File: src/rtl/attack_arbiter_pkg.sv
// Shared definitions for the attack arbiter: phase encoding, player coordinate
// width and the unsigned distance helper used by the hit range check.
package attack_arbiter_pkg;

  localparam int unsigned PLAYER_X_W = 10;

  typedef enum logic [1:0] {
    PH_IDLE    = 2'd0,
    PH_WINDUP  = 2'd1,
    PH_ACTIVE  = 2'd2,
    PH_RECOVER = 2'd3
  } phase_t;

  // Larger minus smaller, widened by one bit so the result never wraps.
  function automatic logic [PLAYER_X_W:0] abs_dx(input logic [PLAYER_X_W-1:0] a,
                                                 input logic [PLAYER_X_W-1:0] b);
    logic [PLAYER_X_W:0] wa;
    logic [PLAYER_X_W:0] wb;
    wa = {1'b0, a};
    wb = {1'b0, b};
    return (wa >= wb) ? (wa - wb) : (wb - wa);
  endfunction

endpackage

File: src/rtl/attack_arbiter_if.sv
// Bus between the controller/game-core side and the attack arbiter.
// The slave modport is the arbiter's view; master is the driving side.
interface attack_arbiter_if;
  import attack_arbiter_pkg::*;

  logic                  frame_tick;
  logic                  in_fight;
  logic                  p1_attack_req;
  logic                  p1_shield_req;
  logic                  p2_attack_req;
  logic                  p2_shield_req;
  logic [PLAYER_X_W-1:0] p1_x;
  logic [PLAYER_X_W-1:0] p2_x;
  logic                  p1_attack_grant;
  logic                  p2_attack_grant;
  logic                  p1_busy;
  logic                  p2_busy;
  logic                  hit_on_p2;
  logic                  hit_on_p1;
  logic                  block_by_p2;
  logic                  block_by_p1;

  modport master (
    output frame_tick, in_fight,
    output p1_attack_req, p1_shield_req, p2_attack_req, p2_shield_req,
    output p1_x, p2_x,
    input  p1_attack_grant, p2_attack_grant, p1_busy, p2_busy,
    input  hit_on_p2, hit_on_p1, block_by_p2, block_by_p1
  );

  modport slave (
    input  frame_tick, in_fight,
    input  p1_attack_req, p1_shield_req, p2_attack_req, p2_shield_req,
    input  p1_x, p2_x,
    output p1_attack_grant, p2_attack_grant, p1_busy, p2_busy,
    output hit_on_p2, hit_on_p1, block_by_p2, block_by_p1
  );

endinterface

File: src/rtl/attack_arbiter_phase_fsm.sv
// Per-fighter attack sequencer: button edge capture, pending flag and the
// IDLE -> WINDUP -> ACTIVE -> RECOVER phase walk, paced by frame ticks.
module attack_phase_fsm
  import attack_arbiter_pkg::*;
#(
  parameter int unsigned WINDUP_FRAMES   = 3,
  parameter int unsigned ACTIVE_FRAMES   = 4,
  parameter int unsigned COOLDOWN_FRAMES = 10
) (
  input  logic   clk,
  input  logic   rst_l,
  input  logic   i_frame_tick,
  input  logic   i_in_fight,
  input  logic   i_attack_req,
  input  logic   i_shield_req,
  input  logic   i_land,
  output phase_t o_phase,
  output logic   o_busy,
  output logic   o_active,
  output logic   o_hit_done
);

  localparam logic [3:0] LP_WINDUP   = 4'(WINDUP_FRAMES);
  localparam logic [3:0] LP_ACTIVE   = 4'(ACTIVE_FRAMES);
  localparam logic [3:0] LP_COOLDOWN = 4'(COOLDOWN_FRAMES);

  phase_t     r_phase;
  phase_t     w_phase_nxt;
  logic [3:0] r_cnt;
  logic [3:0] w_cnt_nxt;
  logic       r_pending;
  logic       w_pending_nxt;
  logic       r_hit_done;
  logic       w_hit_done_nxt;
  logic       r_req_q;
  logic       w_rise;
  logic       w_last;

  assign w_rise = i_attack_req & ~r_req_q;
  assign w_last = (r_cnt <= 4'd1);

  always_comb begin
    w_phase_nxt    = r_phase;
    w_cnt_nxt      = r_cnt;
    w_pending_nxt  = r_pending;
    w_hit_done_nxt = r_hit_done | i_land;
    if (!i_in_fight) begin
      w_phase_nxt    = PH_IDLE;
      w_cnt_nxt      = '0;
      w_pending_nxt  = 1'b0;
      w_hit_done_nxt = 1'b0;
    end else begin
      // Edges while shielding or mid-attack are dropped, never queued.
      if (w_rise && (r_phase == PH_IDLE) && !i_shield_req)
        w_pending_nxt = 1'b1;
      if (i_frame_tick) begin
        case (r_phase)
          PH_IDLE: begin
            if (r_pending) begin
              w_phase_nxt    = PH_WINDUP;
              w_cnt_nxt      = LP_WINDUP;
              w_pending_nxt  = 1'b0;
              w_hit_done_nxt = 1'b0;
            end
          end
          PH_WINDUP: begin
            if (w_last) begin
              w_phase_nxt = PH_ACTIVE;
              w_cnt_nxt   = LP_ACTIVE;
            end else begin
              w_cnt_nxt = r_cnt - 4'd1;
            end
          end
          PH_ACTIVE: begin
            if (w_last) begin
              w_phase_nxt = PH_RECOVER;
              w_cnt_nxt   = LP_COOLDOWN;
            end else begin
              w_cnt_nxt = r_cnt - 4'd1;
            end
          end
          PH_RECOVER: begin
            if (w_last) begin
              w_phase_nxt = PH_IDLE;
              w_cnt_nxt   = '0;
            end else begin
              w_cnt_nxt = r_cnt - 4'd1;
            end
          end
          default: w_phase_nxt = PH_IDLE;
        endcase
      end
    end
  end

  always_ff @(posedge clk or negedge rst_l) begin
    if (!rst_l) begin
      r_phase    <= PH_IDLE;
      r_cnt      <= '0;
      r_pending  <= 1'b0;
      r_hit_done <= 1'b0;
      r_req_q    <= 1'b0;
    end else begin
      r_phase    <= w_phase_nxt;
      r_cnt      <= w_cnt_nxt;
      r_pending  <= w_pending_nxt;
      r_hit_done <= w_hit_done_nxt;
      r_req_q    <= i_attack_req;
    end
  end

  assign o_phase    = r_phase;
  assign o_busy     = (r_phase != PH_IDLE);
  assign o_active   = (r_phase == PH_ACTIVE);
  assign o_hit_done = r_hit_done;

endmodule

File: src/rtl/attack_arbiter.sv
// Two-fighter attack arbiter: sequences each player's attack and decides, on
// every frame tick, which ACTIVE attacker lands and whether it is blocked.
module attack_arbiter
  import attack_arbiter_pkg::*;
#(
  parameter int unsigned WINDUP_FRAMES   = 3,
  parameter int unsigned ACTIVE_FRAMES   = 4,
  parameter int unsigned COOLDOWN_FRAMES = 10,
  parameter int unsigned HIT_RANGE       = 60
) (
  input logic              clk,
  input logic              rst_l,
  attack_arbiter_if.slave  bus
);

  localparam logic [PLAYER_X_W:0] LP_RANGE = (PLAYER_X_W + 1)'(HIT_RANGE);

  phase_t              w_p1_phase;
  phase_t              w_p2_phase;
  logic                w_p1_busy;
  logic                w_p2_busy;
  logic                w_p1_active;
  logic                w_p2_active;
  logic                w_p1_hit_done;
  logic                w_p2_hit_done;
  logic [PLAYER_X_W:0] w_dx;
  logic                w_in_range;
  logic                w_eval;
  logic                w_p1_elig;
  logic                w_p2_elig;
  logic                w_p1_land;
  logic                w_p2_land;
  logic                w_trade;
  logic                r_prio;
  logic                r_hit_on_p2;
  logic                r_hit_on_p1;
  logic                r_block_by_p2;
  logic                r_block_by_p1;

  attack_phase_fsm #(
    .WINDUP_FRAMES  (WINDUP_FRAMES),
    .ACTIVE_FRAMES  (ACTIVE_FRAMES),
    .COOLDOWN_FRAMES(COOLDOWN_FRAMES)
  ) u_p1_fsm (
    .clk         (clk),
    .rst_l       (rst_l),
    .i_frame_tick(bus.frame_tick),
    .i_in_fight  (bus.in_fight),
    .i_attack_req(bus.p1_attack_req),
    .i_shield_req(bus.p1_shield_req),
    .i_land      (w_p1_land),
    .o_phase     (w_p1_phase),
    .o_busy      (w_p1_busy),
    .o_active    (w_p1_active),
    .o_hit_done  (w_p1_hit_done)
  );

  attack_phase_fsm #(
    .WINDUP_FRAMES  (WINDUP_FRAMES),
    .ACTIVE_FRAMES  (ACTIVE_FRAMES),
    .COOLDOWN_FRAMES(COOLDOWN_FRAMES)
  ) u_p2_fsm (
    .clk         (clk),
    .rst_l       (rst_l),
    .i_frame_tick(bus.frame_tick),
    .i_in_fight  (bus.in_fight),
    .i_attack_req(bus.p2_attack_req),
    .i_shield_req(bus.p2_shield_req),
    .i_land      (w_p2_land),
    .o_phase     (w_p2_phase),
    .o_busy      (w_p2_busy),
    .o_active    (w_p2_active),
    .o_hit_done  (w_p2_hit_done)
  );

  assign w_dx       = abs_dx(bus.p1_x, bus.p2_x);
  assign w_in_range = (w_dx <= LP_RANGE);
  assign w_eval     = bus.frame_tick & bus.in_fight;
  assign w_p1_elig  = w_p1_active & ~w_p1_hit_done & w_in_range;
  assign w_p2_elig  = w_p2_active & ~w_p2_hit_done & w_in_range;

  // On a trade only the prio player lands; the loser stays eligible for later ticks.
  assign w_trade    = w_eval & w_p1_elig & w_p2_elig;
  assign w_p1_land  = w_eval & w_p1_elig & (~w_p2_elig | ~r_prio);
  assign w_p2_land  = w_eval & w_p2_elig & (~w_p1_elig |  r_prio);

  always_ff @(posedge clk or negedge rst_l) begin
    if (!rst_l) begin
      r_prio        <= 1'b0;
      r_hit_on_p2   <= 1'b0;
      r_hit_on_p1   <= 1'b0;
      r_block_by_p2 <= 1'b0;
      r_block_by_p1 <= 1'b0;
    end else begin
      r_prio        <= r_prio ^ w_trade;
      r_hit_on_p2   <= w_p1_land & ~bus.p2_shield_req;
      r_block_by_p2 <= w_p1_land &  bus.p2_shield_req;
      r_hit_on_p1   <= w_p2_land & ~bus.p1_shield_req;
      r_block_by_p1 <= w_p2_land &  bus.p1_shield_req;
    end
  end

  assign bus.p1_attack_grant = (w_p1_phase == PH_ACTIVE);
  assign bus.p2_attack_grant = (w_p2_phase == PH_ACTIVE);
  assign bus.p1_busy         = w_p1_busy;
  assign bus.p2_busy         = w_p2_busy;
  assign bus.hit_on_p2       = r_hit_on_p2;
  assign bus.hit_on_p1       = r_hit_on_p1;
  assign bus.block_by_p2     = r_block_by_p2;
  assign bus.block_by_p1     = r_block_by_p1;

endmodule
File: src/flat_wrapper.sv
// flat-port wrapper written by rule: the top's interface ports become plain ports
module attack_arbiter_flat import attack_arbiter_pkg::*;
#(
  parameter int unsigned WINDUP_FRAMES   = 3,
  parameter int unsigned ACTIVE_FRAMES   = 4,
  parameter int unsigned COOLDOWN_FRAMES = 10,
  parameter int unsigned HIT_RANGE       = 60
)
  (clk, rst_l, bus_frame_tick, bus_in_fight, bus_p1_attack_req, bus_p1_shield_req, bus_p2_attack_req, bus_p2_shield_req, bus_p1_x, bus_p2_x, bus_p1_attack_grant, bus_p2_attack_grant, bus_p1_busy, bus_p2_busy, bus_hit_on_p2, bus_hit_on_p1, bus_block_by_p2, bus_block_by_p1);
  attack_arbiter_if bus_i ();
  input logic clk;
  input logic rst_l;
  input wire logic [$bits(bus_i.frame_tick)-1:0] bus_frame_tick;
  input wire logic [$bits(bus_i.in_fight)-1:0] bus_in_fight;
  input wire logic [$bits(bus_i.p1_attack_req)-1:0] bus_p1_attack_req;
  input wire logic [$bits(bus_i.p1_shield_req)-1:0] bus_p1_shield_req;
  input wire logic [$bits(bus_i.p2_attack_req)-1:0] bus_p2_attack_req;
  input wire logic [$bits(bus_i.p2_shield_req)-1:0] bus_p2_shield_req;
  input wire logic [$bits(bus_i.p1_x)-1:0] bus_p1_x;
  input wire logic [$bits(bus_i.p2_x)-1:0] bus_p2_x;
  output wire logic [$bits(bus_i.p1_attack_grant)-1:0] bus_p1_attack_grant;
  output wire logic [$bits(bus_i.p2_attack_grant)-1:0] bus_p2_attack_grant;
  output wire logic [$bits(bus_i.p1_busy)-1:0] bus_p1_busy;
  output wire logic [$bits(bus_i.p2_busy)-1:0] bus_p2_busy;
  output wire logic [$bits(bus_i.hit_on_p2)-1:0] bus_hit_on_p2;
  output wire logic [$bits(bus_i.hit_on_p1)-1:0] bus_hit_on_p1;
  output wire logic [$bits(bus_i.block_by_p2)-1:0] bus_block_by_p2;
  output wire logic [$bits(bus_i.block_by_p1)-1:0] bus_block_by_p1;
  assign bus_i.frame_tick = bus_frame_tick;
  assign bus_i.in_fight = bus_in_fight;
  assign bus_i.p1_attack_req = bus_p1_attack_req;
  assign bus_i.p1_shield_req = bus_p1_shield_req;
  assign bus_i.p2_attack_req = bus_p2_attack_req;
  assign bus_i.p2_shield_req = bus_p2_shield_req;
  assign bus_i.p1_x = bus_p1_x;
  assign bus_i.p2_x = bus_p2_x;
  assign bus_p1_attack_grant = bus_i.p1_attack_grant;
  assign bus_p2_attack_grant = bus_i.p2_attack_grant;
  assign bus_p1_busy = bus_i.p1_busy;
  assign bus_p2_busy = bus_i.p2_busy;
  assign bus_hit_on_p2 = bus_i.hit_on_p2;
  assign bus_hit_on_p1 = bus_i.hit_on_p1;
  assign bus_block_by_p2 = bus_i.block_by_p2;
  assign bus_block_by_p1 = bus_i.block_by_p1;
  attack_arbiter #(.WINDUP_FRAMES(WINDUP_FRAMES), .ACTIVE_FRAMES(ACTIVE_FRAMES), .COOLDOWN_FRAMES(COOLDOWN_FRAMES), .HIT_RANGE(HIT_RANGE)) u_core (.clk(clk), .rst_l(rst_l), .bus(bus_i));
endmodule
File: config.mk
export PLATFORM = sky130hd
export DESIGN_NAME = attack_arbiter_flat
export DESIGN_NICKNAME = d
export VERILOG_FILES = /design/src/rtl/attack_arbiter_pkg.sv /design/src/rtl/attack_arbiter_if.sv /design/src/rtl/attack_arbiter_phase_fsm.sv /design/src/rtl/attack_arbiter.sv /design/src/flat_wrapper.sv
export SDC_FILE = /design/constraint.sdc
export NUM_CORES = 1
export LEC_CHECK = 0
export ABC_AREA = 1
export CORE_ASPECT_RATIO = 1.2
export CORE_MARGIN = 3
export CORE_UTILIZATION = 35
export DETAILED_ROUTE_END_ITERATION = 6
export SLEW_MARGIN = 20
export SYNTH_ARGS = -nofsm -noshare
export SYNTH_HDL_FRONTEND = slang
export SYNTH_SLANG_ARGS = --single-unit
export TNS_END_PERCENT = 100
File: constraint.sdc
create_clock -name clk -period 4.7 [get_ports clk]
set_input_delay 0.94 -clock clk [delete_from_list [all_inputs] [get_ports clk]]
set_output_delay 0.94 -clock clk [all_outputs]
set_load 0.02 [all_outputs]
==> results.md <==
* Share of the yosys chip area belonging to registers at 0.2275
* Worst-path cell chain: clkdlybuf4s50_1 -> inv_1 -> ha_1 -> nand2_1 -> inv_2 -> a21oi_2 -> nand3_1 -> nor2_2 -> nand2_1 -> nand2_1 -> nand3_2 -> nor2_4 -> nand3_1 -> nor2_1 -> nand2_1 -> a21oi_1
* Final Util at 0.4349
* Top post-synthesis cells by area: dfrtp_1 (23%), ha_1 (16%), nand2_1 (15%), inv_1 (11%), nand3_1 (6.1%)
* Maximum root-to-sink buffer count at 2
* Top cell type's share of synthesized area at 0.2275
* RSZ-0062 raised after global routing: no
* Max_cap viols at 0
* Period utilisation layout at 0.6932
* Dominant synthesized flop cell: dfrtp_1
* Hold Buf Count CTS at 0
* Worst-path clk slew at 0.08 ns
* Hold_sp: u_core.u_p1_fsm.r_req_q
* # DRC at 0
* H-tree level count at 1
* Final hold violations at 0
* Non-Filler Instances at 510
* Hold depth at 3
* Clk_lat worst skew at 0.27 ns
* Layout cells sized above 1 at 0.07092
* Clk sinks at 23
* Initial DRT Pass Iterations at 4
* First-pass GRT wire length at 10150 um
* Clock root cell: clkbuf_8
* R2r startpoint: u_core.u_p2_fsm.o_phase[0]
* FMAX at roughly 0.3 GHz
* Crit path capture type: register
* Number of port buffers at 35
* Synth Instances at 387
* Routed Antenna Nets at 0
* Post-CTS Resized at 0
* Final GP Congestion at just under 0.9
* Power Density at between 300 and 400 nW/um2
* Worst Setup SP: bus_p2_x[8]
* CP arrival at between 3 and 4 ns
* FF-to-FF setup slack at 2.79 ns
* Area leader, netlist: dfrtp_1
* Synth Warn # at 0
* WL per Instance at 11.16 um
* Most frequent CP cell: nand2_1
* Vias in the first global route at around 2400
* Synth top cells by count: nand2_1 (100), inv_1 (76), ha_1 (32), nand3_1 (31), nor2_1 (30)
* Starting Density at 0.3647
* Reg-to-Reg End: u_core.u_p2_fsm.o_phase[1]
* Worst slew margin at 0.5753
* Status: finished, final reports clean
* Routed via count at 2412
* Synth Area per Inst at between 6 and 7 um2
* Chip Width at 83.61 um
* Num CTS Buffers at 3
* Layout area overhead at 19.24%
* Post-synth EDFFs at 0
* Overflow after GRT at 0
* Fin. max-slew vios at 0
* Overall routing resource usage at 0.1437
* Setup bufs post-CTS at 0
* Skew final at approximately 0.0055 ns
* Worst setup path endpoint: u_core.u_p2_fsm.o_hit_done
* Max IR drop VDD at 0.2254 mV
* Placeable Area at roughly 7000 um2
* Chip height at between 90 and 100 um
* Area of the die at 8289 um2
* # diodes at 0
* Startpoint types: primary input
* CTS tree: done
* DRC marker count from the first detailed-route iteration at 56
* Hold Path Class: reg2reg
* Static Leak at 1.587 nW
* Worst setup path class: in2reg
* Post-Route WL at around 5700 um
* FFs w/ async S/R, synth at 1.000
* # setup viols final at 0
* Post-synth net total at 447
* Largest net degree at the start of global routing at 24
* R2R cell count at 8
* Placed Instances at 506
* Ports at 36
* Dpl hpwl at between 4000 and 5000 um
* Fin Setup TNS at 0 ns
* Final worst path period need at 3.258 ns
* Actual slew at the worst max-slew pin at about 0.63 ns
* Worst stage delay on the critical path at 0.48 ns
* Distinct cells, synth at 32
* Critical path fanouts, max at 7
* Fillers at roughly 720
* Initial antenna violation count at 0
* Most frequent cell after synthesis: nand2_1
* Row cnt at 33
* Number of nets in the layout at 484
* CP max stage cell: clkdlybuf4s50_1
* WP data required at 4.89 ns
* Avg Vias per Cell at 4.729
* Synth Cell Area at 2530 um2
* Seq cells post-synth at 23
layout by cell type (no fill, tap or decap), types with 3 or more instances in the layout:
cell type and instances:
a21oi_1 14, clkbuf_8 3, clkdlybuf4s50_1 34, dfrtp_1 23
ha_1 32, inv_1 76, inv_2 3, nand2_1 100
nand2_2 5, nand3_1 31, nand3_2 6, nand4_1 6
nor2_1 30, nor2_2 5, nor3_1 3, o21ai_0 21
xor2_1 6
worst min path at each step:
stage	endpoint	slack [ns]
after detailed placement	u_core.r_prio	0.50
final	u_core.u_p1_fsm.r_pending	0.53
after global routing	u_core.u_p2_fsm.o_hit_done	0.55
after global placement	u_core.r_prio	0.49
after floorplan	u_core.r_prio	0.46
after CTS	u_core.r_prio	0.53
routing by layer:
metal,wire length (um),track usage,vias to the layer above
met2,2825,0.2707,48
met3,177,0.01326,10
met4,111,0.04084,0
met1,2577,0.1730,1057
met5,0,0,-
li1,-,-,1297
worst max-delay path, delay by kind of cell:
| kind | cells | cell delay (ns) |
|---|---|---|
| simple gates | 10 | 1.18 |
| compound gates | 2 | 0.37 |
| buf+inv | 3 | 0.59 |
| fa+ha+maj | 1 | 0.39 |
stage by stage:
stage               area, um2  power (mW)  worst slack (ns)  hold slack (ns)
finish                   3017      0.9415             1.442           0.5293
CTS                      3022      0.9486             1.391           0.5262
floorplan                2530      0.6684             1.991           0.4620
global placement         2975      0.8189             1.128           0.4896
global route             3017       1.050             1.197           0.5545
detailed placement       2975      0.8204             1.116           0.5021
power by group:
| group | internal [mW] | total (mW) | switching [mW] | leakage (nW) |
|---|---|---|---|---|
| clock network | 0.0592 | 0.125 | 0.0658 | 0.0255 |
| logic | 0.213 | 0.551 | 0.338 | 1.25 |
| registers | 0.236 | 0.265 | 0.0295 | 0.308 |
registers in the layout, indices dropped and copies added, names as in the netlist, 2 cells and up:
register                 cells
u_core.u_p1_fsm.o_phase      2
u_core.u_p1_fsm.r_cnt        4
u_core.u_p2_fsm.o_phase      2
u_core.u_p2_fsm.r_cnt        4
kinds of logic (layout without fill, tap and decap cells):
kind of cell               Yosys count  after routing  share of synthesized area
AOI/OAI and AO/OA                   49             49                     0.1123
and+or+nand+nor                    193            193                     0.3516
buffers and inverters               82            118                     0.1226
xor gates and xnor gates             8              8                    0.02770
adders and majority gates           32             32                     0.1583
DFF                                 23             23                     0.2275
layout make-up:
type	count	area, um2	area share
clock buffers	3	41.29	0.01369
clock inverters	1	5.005	0.001659
inverters	79	296.5	0.09830
multi-input cells	282	1644	0.5450
well taps	87	108.9	0.03608
repair buffers	35	345.3	0.1145
flip-flops and latches	23	575.6	0.1908
Note: power is estimated with default switching activity, not from simulation.
